===== config.mk =====
export PLATFORM = sky130hd
export DESIGN_NAME = dmem_responder_flat
export DESIGN_NICKNAME = d
export VERILOG_FILES = /design/src/rtl/dmem_if.sv /design/src/rtl/dmem_responder.sv /design/src/flat_wrapper.sv
export SDC_FILE = /design/constraint.sdc
export NUM_CORES = 1
export LEC_CHECK = 0
export CAP_MARGIN = 20
export CORE_MARGIN = 2
export CORE_UTILIZATION = 57
export CTS_CLUSTER_DIAMETER = 30
export DETAILED_ROUTE_END_ITERATION = 10
export DONT_BUFFER_PORTS = 1
export GPL_ROUTABILITY_DRIVEN = 0
export GPL_TIMING_DRIVEN = 0
export PLACE_DENSITY_LB_ADDON = 0.1
export SETUP_SLACK_MARGIN = 0.3
export SYNTH_ARGS = -nofsm -noshare
export SYNTH_HDL_FRONTEND = slang
export SYNTH_SLANG_ARGS = --single-unit

===== constraint.sdc =====
create_clock -name clk -period 3.15 [get_ports clk]
set_clock_uncertainty 0.15 [all_clocks]
set_input_delay 0.4725 -clock clk [delete_from_list [all_inputs] [get_ports clk]]
set_output_delay 0.4725 -clock clk [all_outputs]
set_load 0.03 [all_outputs]

===== src/rtl/dmem_if.sv =====
// dmem_if: CPU data-memory request/response bundle between the MEM stage
// (initiator, master modport) and the memory model (responder, slave modport).
//   req_valid/req_ready : request handshake, initiator -> responder
//   req_we              : 1 = store, 0 = load
//   req_addr            : byte address
//   req_wdata, req_be   : lane-aligned store data and byte-lane enables
//   rsp_valid/rsp_ready : response handshake, responder -> initiator
//   rsp_rdata, rsp_err  : load data (0 for stores/errors) and error flag
interface dmem_if #(
  parameter int BIT_WIDTH = 32
);
  logic                     req_valid;
  logic                     req_ready;
  logic                     req_we;
  logic [31:0]              req_addr;
  logic [BIT_WIDTH-1:0]     req_wdata;
  logic [BIT_WIDTH/8-1:0]   req_be;
  logic                     rsp_valid;
  logic                     rsp_ready;
  logic [BIT_WIDTH-1:0]     rsp_rdata;
  logic                     rsp_err;

  modport master (
    output req_valid, req_we, req_addr, req_wdata, req_be, rsp_ready,
    input  req_ready, rsp_valid, rsp_rdata, rsp_err
  );

  modport slave (
    input  req_valid, req_we, req_addr, req_wdata, req_be, rsp_ready,
    output req_ready, rsp_valid, rsp_rdata, rsp_err
  );
endinterface


===== src/rtl/dmem_responder.sv =====
// dmem_responder: responder end of the CPU data-memory interface.
// Accepts one load/store at a time, waits LATENCY cycles, performs the access
// on a word-organised RAM with byte-lane write enables, then holds the
// response until the initiator consumes it.
// Ports:
//   clk  : clock, rising edge
//   rst  : asynchronous reset, active-high (storage contents are not reset)
//   bus  : dmem_if slave modport (request/response handshakes)
// Parameters:
//   BIT_WIDTH   : data width, fixed at 32
//   ENTRY_COUNT : number of storage words
//   LATENCY     : cycles from acceptance to rsp_valid, 1..15
module dmem_responder #(
  parameter int BIT_WIDTH   = 32,
  parameter int ENTRY_COUNT = 32,
  parameter int LATENCY     = 2
) (
  input  logic    clk,
  input  logic    rst,
  dmem_if.slave   bus
);

  localparam int BYTES = BIT_WIDTH / 8;
  localparam int IDX_W = (ENTRY_COUNT > 1) ? $clog2(ENTRY_COUNT) : 1;
  localparam logic [3:0]  CNT_INIT  = 4'(LATENCY - 1);
  localparam logic [29:0] WORD_LIMIT = 30'(ENTRY_COUNT);

  typedef enum logic [1:0] {
    ST_IDLE = 2'd0,
    ST_WAIT = 2'd1,
    ST_RESP = 2'd2
  } state_t;

  state_t                 state_reg, state_next;
  logic [3:0]             cnt_reg, cnt_next;
  logic                   accept, access, consume;

  logic                   we_reg;
  logic [31:0]            addr_reg;
  logic [BIT_WIDTH-1:0]   wdata_reg;
  logic [BYTES-1:0]       be_reg;
  logic [BIT_WIDTH-1:0]   rdata_reg;
  logic                   err_reg;

  logic [BIT_WIDTH-1:0]   mem [ENTRY_COUNT];
  logic [IDX_W-1:0]       idx;
  logic                   be_legal;
  logic                   req_err;
  logic                   mem_we;
  logic [BYTES-1:0]       lane_we;

  // Request checks are made on the captured request, so they describe
  // exactly the access that happens at the end of WAIT.
  assign idx = addr_reg[IDX_W+1:2];

  always_comb begin
    be_legal = 1'b0;
    case (be_reg)
      4'b0000, 4'b0001, 4'b0010, 4'b0100, 4'b1000,
      4'b0011, 4'b1100, 4'b1111: be_legal = 1'b1;
      default:                   be_legal = 1'b0;
    endcase
  end

  assign req_err = (addr_reg[1:0] != 2'b00)
                 || (addr_reg[31:2] >= WORD_LIMIT)
                 || (we_reg && !be_legal);

  // Next-state and handshake decode.
  always_comb begin
    state_next = state_reg;
    cnt_next   = cnt_reg;
    accept     = 1'b0;
    access     = 1'b0;
    consume    = 1'b0;
    case (state_reg)
      ST_IDLE: begin
        if (bus.req_valid) begin
          accept     = 1'b1;
          state_next = ST_WAIT;
          cnt_next   = CNT_INIT;
        end
      end
      ST_WAIT: begin
        if (cnt_reg == 4'd0) begin
          access     = 1'b1;
          state_next = ST_RESP;
        end else begin
          cnt_next = cnt_reg - 4'd1;
        end
      end
      ST_RESP: begin
        if (bus.rsp_ready) begin
          consume    = 1'b1;
          state_next = ST_IDLE;
        end
      end
      default: state_next = ST_IDLE;
    endcase
  end

  always_ff @(posedge clk or posedge rst) begin
    if (rst) begin
      state_reg <= ST_IDLE;
      cnt_reg   <= 4'd0;
    end else begin
      state_reg <= state_next;
      cnt_reg   <= cnt_next;
    end
  end

  always_ff @(posedge clk or posedge rst) begin
    if (rst) begin
      we_reg    <= 1'b0;
      addr_reg  <= '0;
      wdata_reg <= '0;
      be_reg    <= '0;
    end else if (accept) begin
      we_reg    <= bus.req_we;
      addr_reg  <= bus.req_addr;
      wdata_reg <= bus.req_wdata;
      be_reg    <= bus.req_be;
    end
  end

  // Load data is sampled at the access edge, not at acceptance.
  always_ff @(posedge clk or posedge rst) begin
    if (rst) begin
      rdata_reg <= '0;
      err_reg   <= 1'b0;
    end else if (access) begin
      rdata_reg <= (req_err || we_reg) ? '0 : mem[idx];
      err_reg   <= req_err;
    end else if (consume) begin
      rdata_reg <= '0;
      err_reg   <= 1'b0;
    end
  end

  // A reset during WAIT forces state_reg to IDLE, so access (and therefore
  // the write) never fires for a discarded store.
  assign mem_we = access && we_reg && !req_err;

  genvar gi;
  generate
    for (gi = 0; gi < BYTES; gi++) begin : g_lane
      assign lane_we[gi] = mem_we && be_reg[gi];
    end
  endgenerate

  always_ff @(posedge clk) begin
    for (int k = 0; k < BYTES; k++) begin
      if (lane_we[k]) begin
        mem[idx][k*8 +: 8] <= wdata_reg[k*8 +: 8];
      end
    end
  end

  assign bus.req_ready = (state_reg == ST_IDLE);
  assign bus.rsp_valid = (state_reg == ST_RESP);
  assign bus.rsp_rdata = rdata_reg;
  assign bus.rsp_err   = err_reg;

endmodule

===== src/flat_wrapper.sv =====
// flat-port wrapper written by rule: the top's interface ports become plain ports
module dmem_responder_flat 
#(
  parameter int BIT_WIDTH   = 32,
  parameter int ENTRY_COUNT = 32,
  parameter int LATENCY     = 2
)
  (clk, rst, bus_req_valid, bus_req_we, bus_req_addr, bus_req_wdata, bus_req_be, bus_rsp_ready, bus_req_ready, bus_rsp_valid, bus_rsp_rdata, bus_rsp_err);
  dmem_if #(.BIT_WIDTH(BIT_WIDTH)) bus_i ();
  input  logic clk;
  input  logic rst;
  input wire logic [$bits(bus_i.req_valid)-1:0] bus_req_valid;
  input wire logic [$bits(bus_i.req_we)-1:0] bus_req_we;
  input wire logic [$bits(bus_i.req_addr)-1:0] bus_req_addr;
  input wire logic [$bits(bus_i.req_wdata)-1:0] bus_req_wdata;
  input wire logic [$bits(bus_i.req_be)-1:0] bus_req_be;
  input wire logic [$bits(bus_i.rsp_ready)-1:0] bus_rsp_ready;
  output wire logic [$bits(bus_i.req_ready)-1:0] bus_req_ready;
  output wire logic [$bits(bus_i.rsp_valid)-1:0] bus_rsp_valid;
  output wire logic [$bits(bus_i.rsp_rdata)-1:0] bus_rsp_rdata;
  output wire logic [$bits(bus_i.rsp_err)-1:0] bus_rsp_err;
  assign bus_i.req_valid = bus_req_valid;
  assign bus_i.req_we = bus_req_we;
  assign bus_i.req_addr = bus_req_addr;
  assign bus_i.req_wdata = bus_req_wdata;
  assign bus_i.req_be = bus_req_be;
  assign bus_i.rsp_ready = bus_rsp_ready;
  assign bus_req_ready = bus_i.req_ready;
  assign bus_rsp_valid = bus_i.rsp_valid;
  assign bus_rsp_rdata = bus_i.rsp_rdata;
  assign bus_rsp_err = bus_i.rsp_err;
  dmem_responder #(.BIT_WIDTH(BIT_WIDTH), .ENTRY_COUNT(ENTRY_COUNT), .LATENCY(LATENCY)) u_core (.clk(clk), .rst(rst), .bus(bus_i));
endmodule

==> flow_summary.toml, run 1 <==
[run_status]
outcome = "complete, no violations"

[setup_path]
arrival_ns = 3.57
critical_path.max_fanout = 10
crit_path_end_kind = "flop"
cp-start-kind = "flop"
crit_required_ns = 3.63
r2r_cells = 9
crit_type = "flop to flop"

[finish]
drive_gt1_share_pct = 37.4
n_fill_cell = 4009
syn_to_final_growth_pct = 31.8
largest_register = "u_core.mem"
fin_nets = 2812
layout_common_cells = "edfxtp_1, mux2i_1, clkbuf_16"
largest_register_ffs = 1024
mostFrequentLayoutCell = "edfxtp_1"

[sta]
worst_slack_ns = 0.0597
period_share_pct = 98.1
rsz0062_at_grt = "true"
slew_viol_final = 0
worstMarginPinSlew_ns = 1.23
final-setup-viol-count = 0
slew_headroom_pct = 18.0
max_freq_mhz = 324
hold_slack_ns = 0.136
final_hold_viol_count = 0
min_period_ns = 3.09

[synth]
synth-seq-cells = 1132
yosys-top-cells-area = "edfxtp_1, mux4_2, dfrtp_1, mux2i_1, mux2_2"
synth_area_leader_cell = "edfxtp_1"
synth_top_area_share_pct = 70.6
syn-num-nets = 2330
synth-seq-area-share_pct = 76.8
synth_edf_count = 1024
synthCells = 2255
ys_types = 50
synth_ff_type = "edfxtp_1"
synth_warnings = 0
syn_area_per_cell_um2 = 19.3
syn_area_um2 = 43500
async_flop_share_pct = 9.54

[route]
drt-vias-per-instance = 6.58
met2WireLength_um = 62700
highest_layer = "met4"
dr.first_iter.drc_count = 3244
post_drt_wl_per_cell_um = 33.3
wl_met3_um = 13900
met1Wirelength_um = 45800
dr.pass1.iters = 6
drtAntennaViolNets = 0
wl_um = 129000
vias = 25533
post-route-drc-count = 0

[pwr]
power_uw = 55200
power.density_nw_per_um2 = 962
vdd_ir_drop_max_mv = 1.03
cellLeakagePower_uw = 0.0197

[global_route]
grt_pass1_wl_um = 178000
grt-ovfl-total = 0
antenna_found_initial = 4
grt_usage_pct = 32.3
grt_pass1_vias = 25681
grt_max_degree = 44

[clock_tree]
clkTransAtPathRegs_ns = 0.05
h-tree-depth = 4
numCtsBuffers = 191
clock_sinks = 1132
cts_tree = "built"
clockBufferDepth = 3
cts-root-buf = "clkbuf_16"
clk_latency_ns = 0.77

[placement]
io_buffers = 0
pre_cts_slack_ns = -1.38
hpwl_um = 75800

[worst_hold_path]
hp-class = "input pin to asynchronous set/reset pin"

[floorplanning]
row_count = 101
die_y_um = 280
io_pins = 108
dieArea_um2 = 78600
die_w_um = 280
core_um2 = 75800
start_util_pct = 57.4

[run]
maxCapViolations = 0
Yosys cell counts (all sizes together), types with 4 or more instances:
cell type	instances
mux2	130
and3	28
edfxtp	1024
inv	7
nor4b	4
nor3	6
a22oi	67
nor2	171
buf	71
a221oi	29
mux4	125
nand3	8
nand2	29
mux2i	200
nand2b	11
nor2b	5
a32o	31
a22o	4
nor4	8
o22ai	83
clkbuf	59
o21ai	8
dfrtp	108
final cells by class:
cell class	instances	area, um2	share of cell area, %
buffer	128	971	1.69
timing repair buffer	291	4320	7.52
inverter	7	32.5	0.0567
antenna	3	7.51	0.0131
multi-input combinational	986	10800	18.8
tap	978	1220	2.13
sequential	1132	33500	58.3
clock buffer	219	5010	8.73
clock inverter	139	1560	2.72
power breakdown:
part / switching, uW / internal, uW / total, uW
clock network: 7390 / 13600 / 21000
logic: 8510 / 5290 / 13800
registers: 1490 / 19000 / 20400
critical path, cell delays in order, from the launching register on:
cell and delay [ns]:
dfrtp_1 0.35, buf_2 0.21, buf_2 0.43, buf_2 0.35
buf_8 0.20, mux2i_1 0.24, nor2_1 0.12, a211oi_2 0.50
nand4b_1 0.18, a22o_1 0.23
kinds of logic after synthesis:
family / count (synthesis) / share of synthesized area, %
muxes: 455 / 14.4
and+or+nand+nor: 290 / 3.16
AOI/OAI and AO/OA: 237 / 4.11
buffers and inverters: 137 / 1.38
DFF: 1132 / 76.8
xor gates and xnor gates: 2 / 0.0402
adders and majority gates: 2 / 0.0575
timing repair:
action,CTS,global route
hold endpoints to repair,178,0
cloned,6,1
resized for setup,401,136
endpoints found under the setup margin,1111,1076
buffers inserted,146,36
pin swaps,89,56
hold buffers,72,0
final timing paths:
path | slack, ns | from | end
setup / recovery | 0.06 | u_core.addr_reg[3] | u_core.bus.rsp_rdata[30]
hold / removal | 0.14 | rst | u_core.addr_reg[0]
setup reg to reg | 0.06 | u_core.addr_reg[3] | u_core.bus.rsp_rdata[30]
hold reg to reg | 0.36 | u_core.addr_reg[15] | u_core.addr_reg[15]
max in group asynchronous | 2.13 | rst | u_core.addr_reg[14]
min in group clk | 0.14 | bus_rsp_ready | u_core.bus.rsp_rdata[0]
routing by layer:
layer | GRT usage, % | vias up
li1 | - | 10246
met1 | 42.0 | 13209
met2 | 51.6 | 1702
met3 | 8.08 | 376
met4 | 15.6 | 0
met5 | 0 | -
metrics by stage:
stage	instances	setup TNS [ns]	utilization, %	cell area (um2)
2_1_floorplan	2255	0	-	43600
3_3_place_gp	3233	-949.04	59.1	44800
3_5_place_dp	3244	-1002.54	59.3	45000
4_1_cts	3824	0	73.7	55900
5_1_grt	3880	0	75.7	57400
6_report	3883	0	75.7	57400
No activity file was read; power rests on OpenSTA's default activity.
==> run 2, diff against run 1 <==
- TNS_END_PERCENT: not set -> 10
==> run 2 against run 1 <==
Net effect: final cell count decreased by 0.77%; combinational power about the same; highest routed layer is now met5; clock-buffer cell count fell by 6; critical path depth grew 2; register-to-register slack is essentially flat; non-clock buffer count decreased by 20; global-route usage decreased by 0.85 points; first-iteration DRC count fell by 15%; hold slack worse by 0.090 ns; clock power shrank 2%; critical endpoint is now u_core.mem[5][25]; flip-flop and latch count did not move; sequential share of layout area up 0.66 points.
==> flow_summary.toml, run 2 (same netlist as run 1, synthesis figures left out) <==
[sta]
rsz0062_at_grt = "true"
max_freq_mhz = 325
final_hold_viol_count = 0
setup_tns_ns = 0
slew_viol_final = 0
slew_headroom_pct = 22.3
worstMarginPinSlew_ns = 1.16
final-setup-viol-count = 0
min_period_ns = 3.08
worst_slack_ns = 0.0714
hold_slack_ns = 0.0463
period_share_pct = 97.7

[worst_hold_path]
hp-class = "input pin to flop"

[pwr]
cellLeakagePower_uw = 0.0194
vdd_ir_drop_max_mv = 0.856
seqPwrFrac_pct = 37.5
p_clk_share_pct = 37.5
power.density_nw_per_um2 = 961
p_sw_share_pct = 31.5
combinationalPowerShare_pct = 25.0
p_int_uw = 37400
power_switching_uw = 17200

[global_route]
grt_pass1_wl_um = 173000
antenna_found_initial = 4
grt_max_degree = 34
grt_usage_pct = 31.5
grt-ovfl-total = 0
grt_busiest_layer = "met2"
use_met3_pct = 9.03
grt_pass1_vias = 25180
groute.layer.met2.usage_pct = 50.0
use_met1_pct = 40.4

[route]
drt-vias-per-instance = 6.45
vias = 24833
post-route-drc-count = 0
drtAntennaViolNets = 0
dr.first_iter.drc_count = 2771
dr.pass1.iters = 7
wl_um = 125000
post_drt_wl_per_cell_um = 32.4

[floorplanning]
io_pins = 108
die_w_um = 280
core_um2 = 75800
start_util_pct = 57.4
row_count = 101
dieArea_um2 = 78600
die_y_um = 280

[finish]
mostFrequentLayoutCell = "edfxtp_1"
fin_util_pct = 74.8
layout_common_cells = "edfxtp_1, mux2i_1, clkbuf_16"
largest_register_ffs = 1024
syn_to_final_growth_pct = 30.3
n_fill_cell = 4056
layout.cells.non_filler = 3853
fin_nets = 2786
largest_register = "u_core.mem"
drive_gt1_share_pct = 36.5

[setup_path]
arrival_ns = 3.39
critical_path.max_fanout = 8
crit_required_ns = 3.46
crit_chain = "inv_2 > ha_4 > nand2b_4 > a32o_2 > a2111oi_4 > buf_6 > buf_4 > nand3_4 > clkbuf_16 > nor2_4 > buf_12"
cp-start-kind = "flop"
max_stage_delay_ns = 0.41
crit_path_top_delay_cell = "dfrtp_2"
crit_type = "flop to flop"
crit_path_end_kind = "flop"

[run]
maxCapViolations = 0

[clock_tree]
clkTransAtPathRegs_ns = 0.06
clockBufferDepth = 3
clock_sinks = 1132
numCtsBuffers = 185
h-tree-depth = 4
cts-root-buf = "clkbuf_16"
cts_tree = "built"
clk_latency_ns = 0.77

[placement]
pre_cts_slack_ns = -1.17
io_buffers = 0
dpl.cell_count = 3244
hpwl_um = 75000

[run_status]
outcome = "complete, no violations"
## run 2: layer usage
metal  routed length (um)  vias to the layer above
met2                59900                     1541
met3                13000                      354
met4                 6440                        4
li1                     -                    10187
met1                45400                    12747
met5                   24                        -
## run 2: area by class of cell
cell class | count | area, um2 | share of cell area, %
clock inverters | 137 | 1550 | 2.74
plain buffers | 128 | 926 | 1.63
repair buffers | 271 | 3890 | 6.85
clock buffers | 213 | 4870 | 8.58
multi-input cells | 986 | 10800 | 19.0
flip-flops and latches | 1132 | 33500 | 59.0
inverters | 7 | 32.5 | 0.0573
well taps | 978 | 1220 | 2.16
diodes | 1 | 2.50 | 0.00441
## run 2: worst max-delay path: cells and delay by family, from the launching register on
family	cells	cell delay, ns
AO/OA/AOI/OAI	2	0.68
adder cells (fa/ha/maj)	1	0.19
flip-flops	1	0.41
buffers and inverters	5	0.86
AND/OR/NAND/NOR	3	0.47
## run 2: worst paths after layout
check	from	endpoint	slack (ns)	cells past startpoint
max	u_core.be_reg[1]	u_core.mem[5][25]	0.07	11
min	bus_rsp_ready	u_core.bus.rsp_rdata[1]	0.05	2
max reg2reg	u_core.be_reg[1]	u_core.mem[5][25]	0.07	11
min reg2reg	u_core.addr_reg[28]	u_core.addr_reg[28]	0.36	1
max in group asynchronous	rst	u_core.bus.rsp_rdata[15]	1.76	5
min in group asynchronous	rst	u_core.wdata_reg[26]	0.07	2
## run 2: through the flow
step                area (um2)  total power, uW
floorplan                43500            27300
global route             56700            55900
CTS                      55500            53200
global placement         44800            31800
detailed placement       45000            32300
finish                   56700            54600
## run 2: repair_timing
item,4_1_cts,5_1_grt
buffers inserted,132,34
pin swaps,88,29
gates cloned,3,3
hold buffers,71,0
endpoints found under the hold margin,116,0
setup endpoints to repair,1106,1106
gates resized for setup,381,118
## run 2: power groups by stage
stage	sequential, uW	clock (uW)	combinational, uW
6_report	20500	20500	13600
5_1_grt	20600	21300	14100
4_1_cts	21300	20500	11500
3_5_place_dp	21600	0	10700
3_3_place_gp	21500	0	10300
2_1_floorplan	20400	0	6860
